--- config.mk ---
export PLATFORM = sky130hd
export DESIGN_NAME = fifo_wr_arbiter
export DESIGN_NICKNAME = d
export VERILOG_FILES = /design/src/rtl/fifo_arb_pkg.sv /design/src/rtl/rr_picker.sv /design/src/rtl/fifo_wr_arbiter.sv
export SDC_FILE = /design/constraint.sdc
export NUM_CORES = 1
export LEC_CHECK = 0
export ABC_CLOCK_PERIOD_IN_PS = 2300
export CORE_MARGIN = 3
export CORE_UTILIZATION = 31
export DETAILED_ROUTE_END_ITERATION = 8
export PLACE_DENSITY = 0.89
export SLEW_MARGIN = 25
export SYNTH_ARGS = -nofsm -noshare
export SYNTH_HDL_FRONTEND = slang
export SYNTH_SLANG_ARGS = --single-unit
export TNS_END_PERCENT = 100
--- constraint.sdc ---
create_clock -name clk -period 2.3 [get_ports clk]
set_input_delay 0.575 -clock clk [delete_from_list [all_inputs] [get_ports clk]]
set_output_delay 0.575 -clock clk [all_outputs]
set_load 0.01 [all_outputs]
--- src/rtl/fifo_arb_pkg.sv ---
// Shared types and helpers for the round-robin FIFO write arbiter.
package fifo_arb_pkg;

  typedef enum logic {IDLE = 1'b0, GRANT = 1'b1} arb_state_t;

  // Modulo-n increment, valid for non-power-of-2 n.
  function automatic int unsigned rr_next(input int unsigned ptr, input int unsigned n);
    return (ptr + 1 >= n) ? 0 : ptr + 1;
  endfunction

endpackage

--- src/rtl/rr_picker.sv ---
// Finds the first set request bit at or after start, wrapping past N_REQ-1 to 0.
module rr_picker #(
  parameter int unsigned N_REQ = 4,
  parameter int unsigned IDX_W = 2
) (
  input  logic [N_REQ-1:0] req,
  input  logic [IDX_W-1:0] start,
  output logic             found,
  output logic [IDX_W-1:0] idx
);

  int unsigned      pos;
  logic [IDX_W-1:0] pos_idx;

  // Scan offsets from the far end so the nearest hit to start wins.
  always_comb begin
    found   = 1'b0;
    idx     = start;
    pos     = 0;
    pos_idx = '0;
    for (int off = N_REQ - 1; off >= 0; off--) begin
      pos     = (32'(start) + 32'(off)) % N_REQ;
      pos_idx = IDX_W'(pos);
      if (req[pos_idx]) begin
        found = 1'b1;
        idx   = pos_idx;
      end
    end
  end

endmodule

--- src/rtl/fifo_wr_arbiter.sv ---
// Round-robin, burst-capped arbiter sharing one synfifo write port among N_REQ producers.
module fifo_wr_arbiter
  import fifo_arb_pkg::*;
#(
  parameter int unsigned N_REQ      = 4,
  parameter int unsigned DATA_WIDTH = 32,
  parameter int unsigned MAX_BURST  = 4
) (
  input  logic                        clk,
  input  logic                        rstn,
  input  logic [N_REQ-1:0]            req_valid,
  input  logic [N_REQ*DATA_WIDTH-1:0] req_data,
  output logic [N_REQ-1:0]            req_ready,
  input  logic                        fifo_full,
  output logic                        fifo_cs,
  output logic                        fifo_wr_en,
  output logic [DATA_WIDTH-1:0]       fifo_data,
  output logic                        grant_valid,
  output logic [((N_REQ > 1) ? $clog2(N_REQ) : 1)-1:0] grant_idx
);

  localparam int unsigned IDX_W = (N_REQ > 1) ? $clog2(N_REQ) : 1;
  localparam int unsigned CNT_W = $clog2(MAX_BURST + 1);

  arb_state_t       state, state_d;
  logic [IDX_W-1:0] rr_ptr, rr_ptr_d;
  logic [IDX_W-1:0] grant_idx_d;
  logic [CNT_W-1:0] beat_cnt, beat_cnt_d;

  logic             pick_found;
  logic [IDX_W-1:0] pick_idx;
  logic             cur_valid;
  logic             xfer;
  logic             in_grant;

  rr_picker #(
    .N_REQ (N_REQ),
    .IDX_W (IDX_W)
  ) u_picker (
    .req   (req_valid),
    .start (rr_ptr),
    .found (pick_found),
    .idx   (pick_idx)
  );

  always_ff @(posedge clk or negedge rstn) begin
    if (!rstn) begin
      state     <= IDLE;
      rr_ptr    <= '0;
      grant_idx <= '0;
      beat_cnt  <= '0;
    end else begin
      state     <= state_d;
      rr_ptr    <= rr_ptr_d;
      grant_idx <= grant_idx_d;
      beat_cnt  <= beat_cnt_d;
    end
  end

  assign in_grant  = (state == GRANT);
  assign cur_valid = req_valid[grant_idx];
  assign xfer      = in_grant & cur_valid & ~fifo_full;

  // Next-state: arbitrate in IDLE, count beats and release in GRANT.
  always_comb begin
    state_d     = state;
    rr_ptr_d    = rr_ptr;
    grant_idx_d = grant_idx;
    beat_cnt_d  = beat_cnt;
    case (state)
      IDLE: begin
        if (pick_found) begin
          grant_idx_d = pick_idx;
          beat_cnt_d  = '0;
          state_d     = GRANT;
        end
      end
      GRANT: begin
        if (!cur_valid) begin
          state_d  = IDLE;
          rr_ptr_d = IDX_W'(rr_next(32'(grant_idx), N_REQ));
        end else if (xfer) begin
          beat_cnt_d = beat_cnt + CNT_W'(1);
          if (beat_cnt == CNT_W'(MAX_BURST - 1)) begin
            state_d  = IDLE;
            rr_ptr_d = IDX_W'(rr_next(32'(grant_idx), N_REQ));
          end
        end
      end
      default: state_d = IDLE;
    endcase
  end

  // FIFO-side drive and one-hot ready decode on the registered grantee.
  always_comb begin
    req_ready = '0;
    fifo_data = '0;
    for (int i = 0; i < N_REQ; i++) begin
      if (in_grant && grant_idx == IDX_W'(i)) begin
        req_ready[i] = ~fifo_full;
        fifo_data    = req_data[i*DATA_WIDTH +: DATA_WIDTH];
      end
    end
  end

  assign grant_valid = in_grant;
  assign fifo_cs     = in_grant;
  assign fifo_wr_en  = xfer;

endmodule

==> impl_table.tex <==
\begin{tabular}{lr}
\hline
Metric & Value \\
\hline
\multicolumn{2}{l}{\textbf{GRT}} \\
Number of antenna violations at the first check in global routing & 0 \\
GR Util met3 & 0.0486 \\
Met1 track demand over resource & 0.289 \\
GR Layer Usage met2 & 0.477 \\
Tot GR Track Use & 0.254 \\
Number of global-route vias before repair & 2,976 \\
Overflow left after global routing & 0 \\
GRT busiest layer & met2 \\
Pin count of the biggest net entering global routing & 28 \\
First-pass GRT wire length & 14,800 um \\
\multicolumn{2}{l}{\textbf{STA}} \\
Fin worst setup slack & -0.119 ns \\
Layout Skew & 0.00420 ns \\
Fmax & 413 MHz \\
Count of final max-slew check failures & 0 \\
Slew at the pin closest to its max-slew limit & 0.511 ns \\
Finish-stage setup viols & 32 \\
Max-slew headroom & 0.658 \\
Unrepaired setup endpoints after global routing & true \\
Clock period minus worst slack & 2.42 ns \\
Tcrit/Tclk final & 1.05 \\
Hold violation total from the final report & 0 \\
Hold slack final & 0.509 ns \\
\multicolumn{2}{l}{\textbf{Finish}} \\
Number of diodes & 0 \\
Commonest non-fill, non-tap cell in the layout & sky130\_fd\_sc\_hd\_\_clkdlybuf4s50\_1 \\
Post-route insts no fill & 584 \\
Fill count & 427 \\
Final-stage net count & 655 \\
Share of layout cells above drive strength 1 & 0.266 \\
Commonest cells after routing, fill and taps aside & 137 x sky130\_fd\_sc\_hd\_\_clkdlybuf4s50\_1, 41 x sky130\_fd\_sc\_hd\_\_a21oi\_1, 39 x sky130\_fd\_sc\_hd\_\_inv\_1 \\
Area added between synthesis and finish & 131\% \\
\multicolumn{2}{l}{\textbf{Logic synthesis}} \\
Synth Net Count & 451 \\
Post-synthesis cell type count & 34 \\
Cells after synthesis & 310 \\
Sequential cell area fraction in the yosys report & 0.108 \\
Synthesized area divided by synthesized cell count & 5.97 um\^{}2 \\
Yosys warning total & 0 \\
Register bit count reported by yosys & 8 \\
Mapped Area & 1850 um\^{}2 \\
\multicolumn{2}{l}{\textbf{Detailed routing}} \\
Drt initial violations & 109 \\
Post-detailed-route via-to-cell ratio & 5.21 \\
WL final & 9720 um \\
Initial DRT Pass Iterations & 4 \\
Via count & 3,041 \\
Number of nets with antenna violations after routing & 0 \\
Count of unresolved DRC violations after routing & 0 \\
Post-detailed-route wirelength per cell & 16.6 um \\
\multicolumn{2}{l}{\textbf{Floorplanning}} \\
Core Area & 5640 um\^{}2 \\
Area of the die & 6930 um\^{}2 \\
Y dimension of the die & 83.2 um \\
Initial cell density of the core & 0.328 \\
Top-level I/O count & 176 \\
Die extent in x & 83.2 um \\
Rows & 27 \\
\multicolumn{2}{l}{\textbf{Placement}} \\
RePlAce Congestion & 0.913 \\
Placed Cells & 558 \\
Port buffer count & 175 \\
Post-detail-place hpwl & 6680 um \\
\multicolumn{2}{l}{\textbf{Setup path}} \\
Type of the worst setup path & flip-flop to output pin \\
Type of element launching the critical path & flip-flop \\
Crit-path max FO & 7 \\
Gate family responsible for the most delay along the worst path & compound AO/OA/AOI/OAI gates \\
Delay of the slowest cell on the worst path & 0.44 ns \\
Worst path buffer plus inverter count & 3 \\
Setup crit end kind & output pin \\
Cell with the biggest individual delay on the critical path & sky130\_fd\_sc\_hd\_\_dfrtp\_2 \\
Cells traversed along the worst timing path & buf\_4, ha\_4, buf\_12, a221oi\_1, a211o\_1, a21oi\_1, buf\_2 \\
Critical Path AT & 1.84 ns \\
WP data required & 1.73 ns \\
\multicolumn{2}{l}{\textbf{Clock network}} \\
Clock transition at the registers of the reported paths & 0.04 ns \\
Number of sinks handled by clock tree synthesis & 8 \\
Max H-tree Level & 1 \\
Skew-Pair Late Insertion Delay & 0.23 ns \\
CTS tree & yes \\
CTS Buffer Depth & 2 \\
Library cell used as clock root buffer & sky130\_fd\_sc\_hd\_\_clkbuf\_8 \\
Number of buffers created by CTS & 3 \\
\multicolumn{2}{l}{\textbf{Job}} \\
Max-capacitance violation count & 0 \\
\multicolumn{2}{l}{\textbf{Power}} \\
Peak VDD IR & 0.696 mV \\
Cell area power density & 1190 nW/um\^{}2 \\
Standby leakage power & 1.97 nW \\
\multicolumn{2}{l}{\textbf{Status}} \\
Failing checks & negative setup slack \\
Outcome & finished with violations \\
\multicolumn{2}{l}{\textbf{Min path}} \\
Type of the most critical hold path & flip-flop to flip-flop \\
\hline
\end{tabular}
-- final timing paths --
| path | from | end | slack (ns) | cells past startpoint |
|---|---|---|---|---|
| worst max-delay path | grant_idx[1] | fifo_data[19] | -0.12 | 7 |
| worst min-delay path | beat_cnt[0] | beat_cnt[0] | 0.51 | 1 |
| worst max register to register | grant_idx[1] | rr_ptr[1] | 0.42 | 8 |
| worst min register to register | beat_cnt[0] | beat_cnt[0] | 0.51 | 1 |
| max in group asynchronous | rstn | grant_idx[1] | 1.36 | 1 |
| min in group asynchronous | rstn | rr_ptr[0] | 0.64 | 1 |
-- synth_stat cells --
cell type	n	share of area
sky130_fd_sc_hd__nand2b_4	1	0.0074
sky130_fd_sc_hd__o21a_1	1	0.0041
sky130_fd_sc_hd__o21ai_2	1	0.0047
sky130_fd_sc_hd__nor3b_1	1	0.0041
sky130_fd_sc_hd__a22oi_1	28	0.11
sky130_fd_sc_hd__nor2b_4	1	0.0074
sky130_fd_sc_hd__o31ai_1	1	0.0041
sky130_fd_sc_hd__and2_1	4	0.014
sky130_fd_sc_hd__nand2_1	38	0.077
sky130_fd_sc_hd__nand2b_2	1	0.0047
sky130_fd_sc_hd__mux2i_1	6	0.032
sky130_fd_sc_hd__nor2b_1	1	0.0034
sky130_fd_sc_hd__o21ai_1	29	0.078
sky130_fd_sc_hd__inv_1	41	0.083
sky130_fd_sc_hd__a2111oi_0	1	0.0047
sky130_fd_sc_hd__mux2_4	1	0.0081
sky130_fd_sc_hd__nand2b_1	1	0.0034
sky130_fd_sc_hd__dfrtp_1	8	0.11
sky130_fd_sc_hd__a21oi_1	63	0.17
sky130_fd_sc_hd__o22ai_1	1	0.0034
sky130_fd_sc_hd__a22o_1	1	0.0047
sky130_fd_sc_hd__a211o_1	4	0.019
sky130_fd_sc_hd__nor2_1	33	0.067
sky130_fd_sc_hd__buf_4	3	0.012
sky130_fd_sc_hd__o41ai_1	1	0.0047
sky130_fd_sc_hd__a221oi_1	4	0.019
sky130_fd_sc_hd__ha_1	6	0.041
sky130_fd_sc_hd__buf_1	2	0.0041
sky130_fd_sc_hd__buf_2	14	0.038
sky130_fd_sc_hd__nor2_2	1	0.0034
sky130_fd_sc_hd__clkbuf_1	9	0.018
sky130_fd_sc_hd__o41ai_4	1	0.015
sky130_fd_sc_hd__nand3b_4	1	0.011
sky130_fd_sc_hd__o211ai_2	1	0.0068
-- registers in the layout, summed over array words and instances, names as in the netlist --
| signal | count |
|---|---|
| beat_cnt | 3 |
| grant_idx | 2 |
| rr_ptr | 2 |
| fifo_cs | 1 |
-- layout make-up --
cell class,count,area (um^2),share of cell area
clock buffers,3,41.3,0.00965
inverters,41,159,0.0371
multi-input cells,233,1550,0.362
flip-flops and latches,8,203,0.0474
well taps,72,90.1,0.0211
repair buffers,227,2240,0.523
-- stage by stage --
| stage | instance area [um^2] | TNS (ns) | setup slack (ns) | util | power, mW |
|---|---|---|---|---|---|
| CTS | 4190 | -0.945 | -0.0927 | 0.743 | 4.88 |
| finish | 4280 | -1.34 | -0.119 | 0.758 | 5.08 |
| global route | 4280 | -3.84 | -0.179 | 0.758 | 5.46 |
| floorplan | 1850 | 0 | 0.0480 | - | 2.39 |
| detailed placement | 3860 | -9.76 | -0.403 | 0.684 | 4.26 |
| global placement | 3860 | -8.58 | -0.373 | 0.684 | 4.16 |
-- routing by layer --
| metal | share of wire | wire length (um) |
|---|---|---|
| met1 | 0.39 | 3750 |
| met2 | 0.52 | 5080 |
| met4 | 0.023 | 222 |
| met3 | 0.069 | 666 |
| met5 | 0 | 0 |
-- logic make-up (layout without fill, tap and decap cells) --
kind of cell,Yosys count,in the layout,synth area share
and+or+nand+nor,83,83,0.202
buffers and inverters,69,271,0.156
AOI/OAI and AO/OA,137,137,0.453
muxes,7,7,0.0406
DFF,8,8,0.108
adders and majority gates,6,6,0.0406
-- power by group --
part	switching [mW]	internal (mW)	leakage (nW)	total, mW
Clock	0.0566	0.113	0.0216	0.170
Combinational	2.27	2.36	1.85	4.63
Sequential	0.0746	0.206	0.0980	0.280
Total	2.40	2.68	1.97	5.08
-- timing repair --
item	4_1_cts	5_1_grt
gates resized for setup	180	22
hold buffers	0	0
setup endpoints to repair	37	33
setup buffers	15	3
cloned	5	2
pin swaps	17	20
Note: power is estimated with default switching activity, not from simulation.
